**src/rtl/reg_dump_streamer.sv**
```systemverilog
// Streams a snapshot of the register file (header byte, then hi/lo byte of each register)
// over a valid/ready byte interface, driving the register file display read port itself.
module reg_dump_streamer #(
    parameter int           NUM_REGS = 8,
    parameter int           REG_W    = 3,
    parameter int           DATA_W   = 16,
    parameter logic [7:0]   HEADER   = 8'hA5
) (
    input  logic              CLK,
    input  logic              resetn,
    input  logic              start,
    output logic [REG_W-1:0]  regDisp,
    input  logic [DATA_W-1:0] dataDisp,
    output logic [7:0]        tx_data,
    output logic              tx_valid,
    input  logic              tx_ready,
    output logic              busy,
    output logic              done
);

    typedef enum logic [2:0] {
        IDLE, HDR, SETTLE, CAPT, SEND_HI, SEND_LO, DONE
    } state_t;

    localparam logic [REG_W-1:0] LAST_IDX = REG_W'(NUM_REGS - 1);

    state_t           state_reg,    state_next;
    logic [REG_W-1:0] idx_reg,      idx_next;
    logic [7:0]       tx_data_reg,  tx_data_next;
    logic             tx_valid_reg, tx_valid_next;
    logic             busy_reg,     busy_next;
    logic             done_reg,     done_next;
    // Only the low byte must survive the hi-byte transfer; the hi byte goes straight to tx_data.
    logic [7:0]       shadow_reg,   shadow_next;

    logic transfer;
    assign transfer = tx_valid_reg & tx_ready;

    always_ff @(posedge CLK or negedge resetn) begin
        if (!resetn) begin
            state_reg    <= IDLE;
            idx_reg      <= '0;
            tx_data_reg  <= 8'h00;
            tx_valid_reg <= 1'b0;
            busy_reg     <= 1'b0;
            done_reg     <= 1'b0;
            shadow_reg   <= 8'h00;
        end else begin
            state_reg    <= state_next;
            idx_reg      <= idx_next;
            tx_data_reg  <= tx_data_next;
            tx_valid_reg <= tx_valid_next;
            busy_reg     <= busy_next;
            done_reg     <= done_next;
            shadow_reg   <= shadow_next;
        end
    end

    always_comb begin
        state_next    = state_reg;
        idx_next      = idx_reg;
        tx_data_next  = tx_data_reg;
        tx_valid_next = tx_valid_reg;
        busy_next     = busy_reg;
        done_next     = 1'b0;
        shadow_next   = shadow_reg;
        case (state_reg)
            IDLE: begin
                if (start) begin
                    idx_next      = '0;
                    tx_data_next  = HEADER;
                    tx_valid_next = 1'b1;
                    busy_next     = 1'b1;
                    state_next    = HDR;
                end
            end
            HDR: begin
                if (transfer) begin
                    tx_valid_next = 1'b0;
                    state_next    = SETTLE;
                end
            end
            // Register file samples regDisp on this edge; its read data is ready in CAPT.
            SETTLE: state_next = CAPT;
            CAPT: begin
                shadow_next   = dataDisp[7:0];
                tx_data_next  = dataDisp[DATA_W-1 -: 8];
                tx_valid_next = 1'b1;
                state_next    = SEND_HI;
            end
            SEND_HI: begin
                if (transfer) begin
                    tx_data_next = shadow_reg;
                    state_next   = SEND_LO;
                end
            end
            SEND_LO: begin
                if (transfer) begin
                    tx_valid_next = 1'b0;
                    if (idx_reg == LAST_IDX) begin
                        done_next  = 1'b1;
                        state_next = DONE;
                    end else begin
                        idx_next   = idx_reg + 1'b1;
                        state_next = SETTLE;
                    end
                end
            end
            DONE: begin
                busy_next  = 1'b0;
                state_next = IDLE;
            end
            default: state_next = IDLE;
        endcase
    end

    // The frame index doubles as the display address, so regDisp holds the last index in IDLE.
    assign regDisp  = idx_reg;
    assign tx_data  = tx_data_reg;
    assign tx_valid = tx_valid_reg;
    assign busy     = busy_reg;
    assign done     = done_reg;

endmodule
```
**config.mk**
```make
export PLATFORM = sky130hd
export DESIGN_NAME = reg_dump_streamer
export DESIGN_NICKNAME = d
export VERILOG_FILES = /design/src/rtl/reg_dump_streamer.sv
export SDC_FILE = /design/constraint.sdc
export NUM_CORES = 1
export LEC_CHECK = 0
export CAP_MARGIN = 10
export CORE_MARGIN = 2
export CORE_UTILIZATION = 60
export DETAILED_ROUTE_END_ITERATION = 12
export DONT_BUFFER_PORTS = 1
export PLACE_DENSITY_LB_ADDON = 0.25
export SETUP_SLACK_MARGIN = 0.05
export SYNTH_ARGS = -nofsm -noshare
export SYNTH_HDL_FRONTEND = slang
export SYNTH_SLANG_ARGS = --single-unit
```
**constraint.sdc**
```tcl
create_clock -name CLK -period 2.2 [get_ports CLK]
set_input_delay 0.44 -clock CLK [delete_from_list [all_inputs] [get_ports CLK]]
set_output_delay 0.44 -clock CLK [all_outputs]
set_load 0.02 [all_outputs]
```
==> impl_metrics.py, run 1 <==
metrics = {
    "pwr": {
        "switching_power_mw": 0.625,
        "switching_share": 0.406,
        "vdd_drop_max_uv": 637,
        "clock_power_share": 0.131,
        "p_int_mw": 0.914,
        "power_density_nw_per_um2": 1220,
        "combinationalPowerShare": 0.319,
        "p_leak_nw": 0.636,
        "sequentialPowerShare": 0.550,
    },
    "die": {
        "num_rows": 16,
        "ios": 34,
        "die_w_um": 48.8,
        "core_area_um2": 1920,
        "floorplan.initialDensity": 0.626,
        "die-area_um2": 2380,
        "die_y_um": 48.8,
    },
    "logic_synthesis": {
        "synthMuxAreaShare": 0.108,
        "synth-seq-cells": 25,
        "post_synth_inst_count": 117,
        "synthAdderAreaFrac": 0.0208,
        "yosys.area.top_type_share": 0.520,
        "avgSynthCellArea_um2": 10.3,
        "synthTopCellsByArea": "dfrtp_1, nand2_1, mux2i_1",
        "synthesis.area_um2": 1200,
        "synth-xor-area-share": 0,
        "yosys.area_share.simple": 0.177,
        "ys_types": 28,
        "synth.largest_area_cell": "dfrtp_1",
        "synth_top_family_by_area": "simple AND/OR/NAND/NOR gates",
        "synth_nets": 139,
        "synth_compound_area_frac": 0.109,
        "seq_area_frac_synth": 0.520,
        "yosys_warnings": 0,
    },
    "layout": {
        "fin_nets": 141,
        "area_growth_pct": 4.68,
        "multi_input_area_um2": 499,
        "final_core_util": 0.656,
        "area.sequential_um2": 626,
        "antenna_cells": 0,
        "layout-drive-gt1-share": 0.127,
        "nFillCells": 178,
        "final_cell_mix": "nand2_1, dfrtp_1, inv_1",
        "final_common_cell": "nand2_1",
    },
    "drt": {
        "drc": 0,
        "first_pass_iters": 4,
        "dr.first_iter.drc_count": 12,
        "drt-wirelength-per-cell_um": 15.8,
        "postRouteAntennaNets": 0,
        "vias": 831,
        "wl_um": 2300,
        "viasPerCell": 5.73,
    },
    "critical_path": {
        "end_kind": "flop",
        "cp_top_family": "simple AND/OR/NAND/NOR gates",
        "critPathRequiredTime_ps": 2420,
        "cp-start-kind": "flop",
        "cp.arrival_ps": 2090,
        "critical_path_class": "flop to flop",
        "cpPeakStageDelay_ps": 600,
        "path_cells": "or4b_4 -> o311a_1 -> mux2_4",
        "cp_slowest_cell": "or4b_4",
        "cp_max_fo": 13,
        "crit_buf_inv": 0,
    },
    "grt": {
        "grt_max_degree": 26,
        "grt.total_usage": 0.209,
        "grt_pass1_vias": 788,
        "overflow": 0,
        "antenna_found_initial": 0,
        "grt_pass1_wl_um": 3770,
    },
    "min_path": {
        "hp-class": "primary input to flop",
    },
    "run": {
        "max_cap_viol_count": 0,
    },
    "sta": {
        "finClkSkew_ps": 3.47,
        "finalMaxSlewViolations": 0,
        "finalHoldViolCount": 0,
        "setup_viol": 0,
        "min_period_ps": 1880,
        "final.setup.tns_ps": 0,
        "worst_pin_slew_ps": 622,
        "max_clock_freq_mhz": 533,
        "rsz0062_at_grt": "no",
        "slew_headroom": 0.584,
        "min_period_over_period": 0.853,
    },
    "clocking": {
        "clock_sinks": 25,
        "clock_path_buffers": 2,
        "cts_root_buf": "clkbuf_4",
        "clkLatencyLatePin_ps": 310,
        "cts.clk_slew.worst_paths_ps": 130,
        "cts_tree": "built",
        "numCtsBuffers": 3,
        "cts_max_level": 1,
    },
    "place": {
        "io_buffer_count": 0,
        "place_congestion": 0.824,
        "dpl.hpwl_um": 1680,
    },
    "run_status": {
        "status": "finished, final reports clean",
    },
}
==> per-layer routing <==
layer  GRT usage  share of wire
met1       0.300           0.46
met2       0.306           0.44
met3      0.0429          0.064
met4      0.0952          0.029
met5           0              0
==> cell families after synthesis <==
logic type,count (synthesis)
AO/OA/AOI/OAI,19
adder cells (fa/ha/maj),2
buffers and inverters,17
multiplexers,11
flip-flops,25
AND/OR/NAND/NOR,43
==> worst paths after layout <==
path                            slack, ps       endpoint     startpoint  depth (start not counted)
worst max-delay path                  320     tx_data[6]   state_reg[0]                          3
worst min-delay path                  220  shadow_reg[1]    dataDisp[1]                          2
worst max register to register        320     tx_data[6]   state_reg[0]                          3
worst min register to register        490  shadow_reg[5]  shadow_reg[5]                          2
max in group asynchronous            1140  shadow_reg[4]         resetn                          2
min in group asynchronous             560   state_reg[2]         resetn                          1
==> metrics by stage <==
stage          hold slack, ps  cells  setup slack, ps  total power, mW  instance area [um^2]
6_report                  220    145              324             1.54                  1260
4_1_cts                   215    144              327             1.54                  1240
5_1_grt                   211    145              246             1.65                  1260
2_1_floorplan             144    117              536             1.25                  1200
3_3_place_gp              145    139              382             1.30                  1210
3_5_place_dp              145    139              341             1.33                  1210
==> power by group through the flow <==
stage | sequential [mW] | combinational [mW] | clock [mW]
final | 0.847 | 0.492 | 0.201
after global routing | 0.870 | 0.560 | 0.225
after CTS | 0.845 | 0.492 | 0.205
after detailed placement | 0.856 | 0.478 | 0
after global placement | 0.841 | 0.457 | 0
after floorplan | 0.779 | 0.471 | 0
==> synth_stat cells, drive strengths merged <==
| library cell | number |
|---|---|
| o311a | 1 |
| and4b | 1 |
| a21oi | 2 |
| clkbuf | 4 |
| buf | 2 |
| o221ai | 1 |
| ha | 2 |
| a22o | 4 |
| inv | 11 |
| mux2 | 4 |
| o31ai | 1 |
| nor3 | 2 |
| or2b | 1 |
| or3b | 1 |
| or2 | 1 |
| nand3 | 2 |
| or4b | 1 |
| nor3b | 2 |
| and3b | 1 |
| nor2 | 2 |
| dfrtp | 25 |
| mux2i | 7 |
| nand3b | 1 |
| o32ai | 1 |
| a31oi | 1 |
| o21ai | 4 |
| nand2 | 28 |
| o22ai | 4 |
==> layout make-up <==
| class | instances | share of cell area |
|---|---|---|
| Clock buffer | 3 | 0.0179 |
| Clock inverter | 1 | 0.00397 |
| Inverter | 11 | 0.0328 |
| Multi-Input combinational cell | 75 | 0.396 |
| Sequential cell | 25 | 0.497 |
| Tap cell | 27 | 0.0268 |
| Timing Repair Buffer | 3 | 0.0258 |
==> repair_timing <==
item / CTS / global route
hold buffers: 1 / 0
gates resized for setup: 0 / 0
setup endpoints to repair: 0 / 0
setup buffers: 0 / 0
endpoints found under the hold margin: 25 / 0
(Power assumes the default switching activity.)
==> run 2: changes to the inputs <==
--- a/config.mk
+++ b/config.mk
@@ -5,11 +5,13 @@
 export SDC_FILE = /design/constraint.sdc
 export NUM_CORES = 1
 export LEC_CHECK = 0
+export ABC_AREA = 1
 export CAP_MARGIN = 10
 export CORE_MARGIN = 2
 export CORE_UTILIZATION = 60
 export DETAILED_ROUTE_END_ITERATION = 12
 export DONT_BUFFER_PORTS = 1
+export GPL_TIMING_DRIVEN = 1
 export PLACE_DENSITY_LB_ADDON = 0.25
 export SETUP_SLACK_MARGIN = 0.05
 export SYNTH_ARGS = -nofsm -noshare
==> impl_metrics.py, run 2 <==
metrics = {
    "place": {
        "io_buffer_count": 0,
        "place_congestion": 0.866,
        "dpl.hpwl_um": 1840,
        "place_ws_ps": 644,
    },
    "layout": {
        "layout-drive-gt1-share": 0.124,
        "antenna_cells": 0,
        "fin_nets": 192,
        "area_growth_pct": 3.41,
        "final_common_cell": "nand2_1",
        "final_core_util": 0.648,
        "final_cell_mix": "nand2_1, dfrtp_1, nand3_1",
    },
    "drt": {
        "wl_um": 2460,
        "dr.first_iter.drc_count": 21,
        "vias": 1037,
        "drc": 0,
        "first_pass_iters": 4,
        "postRouteAntennaNets": 0,
        "viasPerCell": 5.26,
        "drt-wirelength-per-cell_um": 12.5,
    },
    "logic_synthesis": {
        "ys_types": 21,
        "post_synth_inst_count": 167,
        "synth_most_common_cell": "nand2_1",
        "synth-edff-count": 0,
        "yosys_warnings": 0,
        "seq_area_frac_synth": 0.460,
        "synth-seq-cells": 25,
        "yosys.area.top_type_share": 0.460,
        "ys.flop_type": "dfrtp_1",
        "synth_nets": 189,
        "synthTopCellsByArea": "dfrtp_1, nand2_1, nand3_1",
        "avgSynthCellArea_um2": 8.14,
        "async_flop_share": 1.00,
        "synth.largest_area_cell": "dfrtp_1",
        "synth_common_cells": "nand2_1, dfrtp_1, nand3_1",
        "synthesis.area_um2": 1360,
    },
    "die": {
        "ios": 34,
        "die_w_um": 51.6,
        "die-area_um2": 2660,
        "floorplan.initialDensity": 0.626,
        "die_y_um": 51.6,
        "num_rows": 17,
        "core_area_um2": 2170,
    },
    "grt": {
        "grt_max_degree": 26,
        "antenna_found_initial": 0,
        "grt_pass1_wl_um": 4130,
        "grt.total_usage": 0.206,
        "grt_pass1_vias": 947,
        "overflow": 0,
    },
    "clocking": {
        "cts_tree": "built",
        "cts_max_level": 1,
        "cts_setup_buffers": 0,
        "post_cts_resized": 0,
        "cts_root_buf": "clkbuf_4",
        "clkLatencyLatePin_ps": 310,
        "numCtsBuffers": 3,
        "clock_sinks": 25,
        "clock_path_buffers": 2,
        "cts.clk_slew.worst_paths_ps": 130,
    },
    "sta": {
        "max_clock_freq_mhz": 632,
        "finClkSkew_ps": 4.43,
        "finalMaxSlewViolations": 0,
        "hold_ws_ps": 233,
        "min_period_over_period": 0.720,
        "setup_viol": 0,
        "min_period_ps": 1580,
        "final.setup.tns_ps": 0,
        "setup_slack_ps": 617,
        "worst_pin_slew_ps": 625,
        "slew_headroom": 0.584,
        "finalHoldViolCount": 0,
        "rsz0062_at_grt": "no",
    },
    "critical_path": {
        "cp.arrival_ps": 1790,
        "r2r_cells": 6,
        "cpPeakStageDelay_ps": 630,
        "critical_path_class": "flop to flop",
        "cp_slowest_cell": "dfrtp_1",
        "cp-start-kind": "flop",
        "cp_max_fo": 17,
        "critPathRequiredTime_ps": 2410,
        "path_cells": "nor2_4 -> nor2_4 -> inv_2 -> nand3_4 -> nand2_1 -> nand2_1",
        "end_kind": "flop",
    },
    "min_path": {
        "hold_depth": 2,
        "hp-class": "primary input to flop",
    },
    "pwr": {
        "vdd_drop_max_uv": 345,
        "power_density_nw_per_um2": 480,
        "p_leak_nw": 0.638,
    },
    "run": {
        "max_cap_viol_count": 0,
    },
    "run_status": {
        "status": "finished, final reports clean",
    },
}
==> run 2: logic make-up (layout without fill, tap and decap cells) <==
group	count (synthesis)	in the layout	synth area share
AOI/OAI and AO/OA	8	8	0.0322
and+or+nand+nor	118	118	0.426
DFF	25	25	0.460
buffers and inverters	14	16	0.0626
adders and majority gates	2	2	0.0184
==> run 2: stage by stage <==
step,area (um^2),power (mW),cells
finish,1410,0.674,197
global route,1410,0.699,197
CTS,1410,0.683,197
detailed placement,1350,0.470,191
global placement,1350,0.470,191
floorplan,1360,0.470,167
==> run 2: repair_timing <==
action	CTS	global route
setup endpoints to repair	0	0
endpoints found under the hold margin	25	0
hold buffers	2	0
==> run 2: critical path, delay by kind of cell (launching register included) <==
kind	cells	cell delay, ps
simple gates	5	760
flops	1	630
buf+inv	1	80
==> run 2: layer usage <==
metal  global-route usage  vias up  part of all wire
met5                    0        -                 0
met4               0.0526        0            0.0049
met3               0.0517        2             0.064
met2                0.327       39              0.48
met1                0.282      468              0.45
li1                     -      528                 -
==> run 2: cell type report <==
type,count,area (um^2)
multi-input combinational,128,648
sequential,25,626
inverter,10,40.0
timing repair buffer,2,30.0
clock buffer,4,26.3
fill,197,764
tap,28,35.0
==> run 2: worst paths after layout <==
path	startpoint	to	slack, ps
worst min-delay path	dataDisp[2]	shadow_reg[2]	230
min in group asynchronous	resetn	tx_data[2]	540
worst max register to register	state_reg[2]	tx_data[7]	620
worst max-delay path	state_reg[2]	tx_data[7]	620
max in group asynchronous	resetn	shadow_reg[3]	1510
worst min register to register	shadow_reg[6]	shadow_reg[6]	500
==> run 2: power breakdown <==
group / leakage (nW) / internal (mW) / switching [mW]
Combinational: 0.367 / 0.00524 / 0.0100
Sequential: 0.255 / 0.459 / 0
Clock: 0.0150 / 0.0707 / 0.129
Total: 0.638 / 0.535 / 0.139
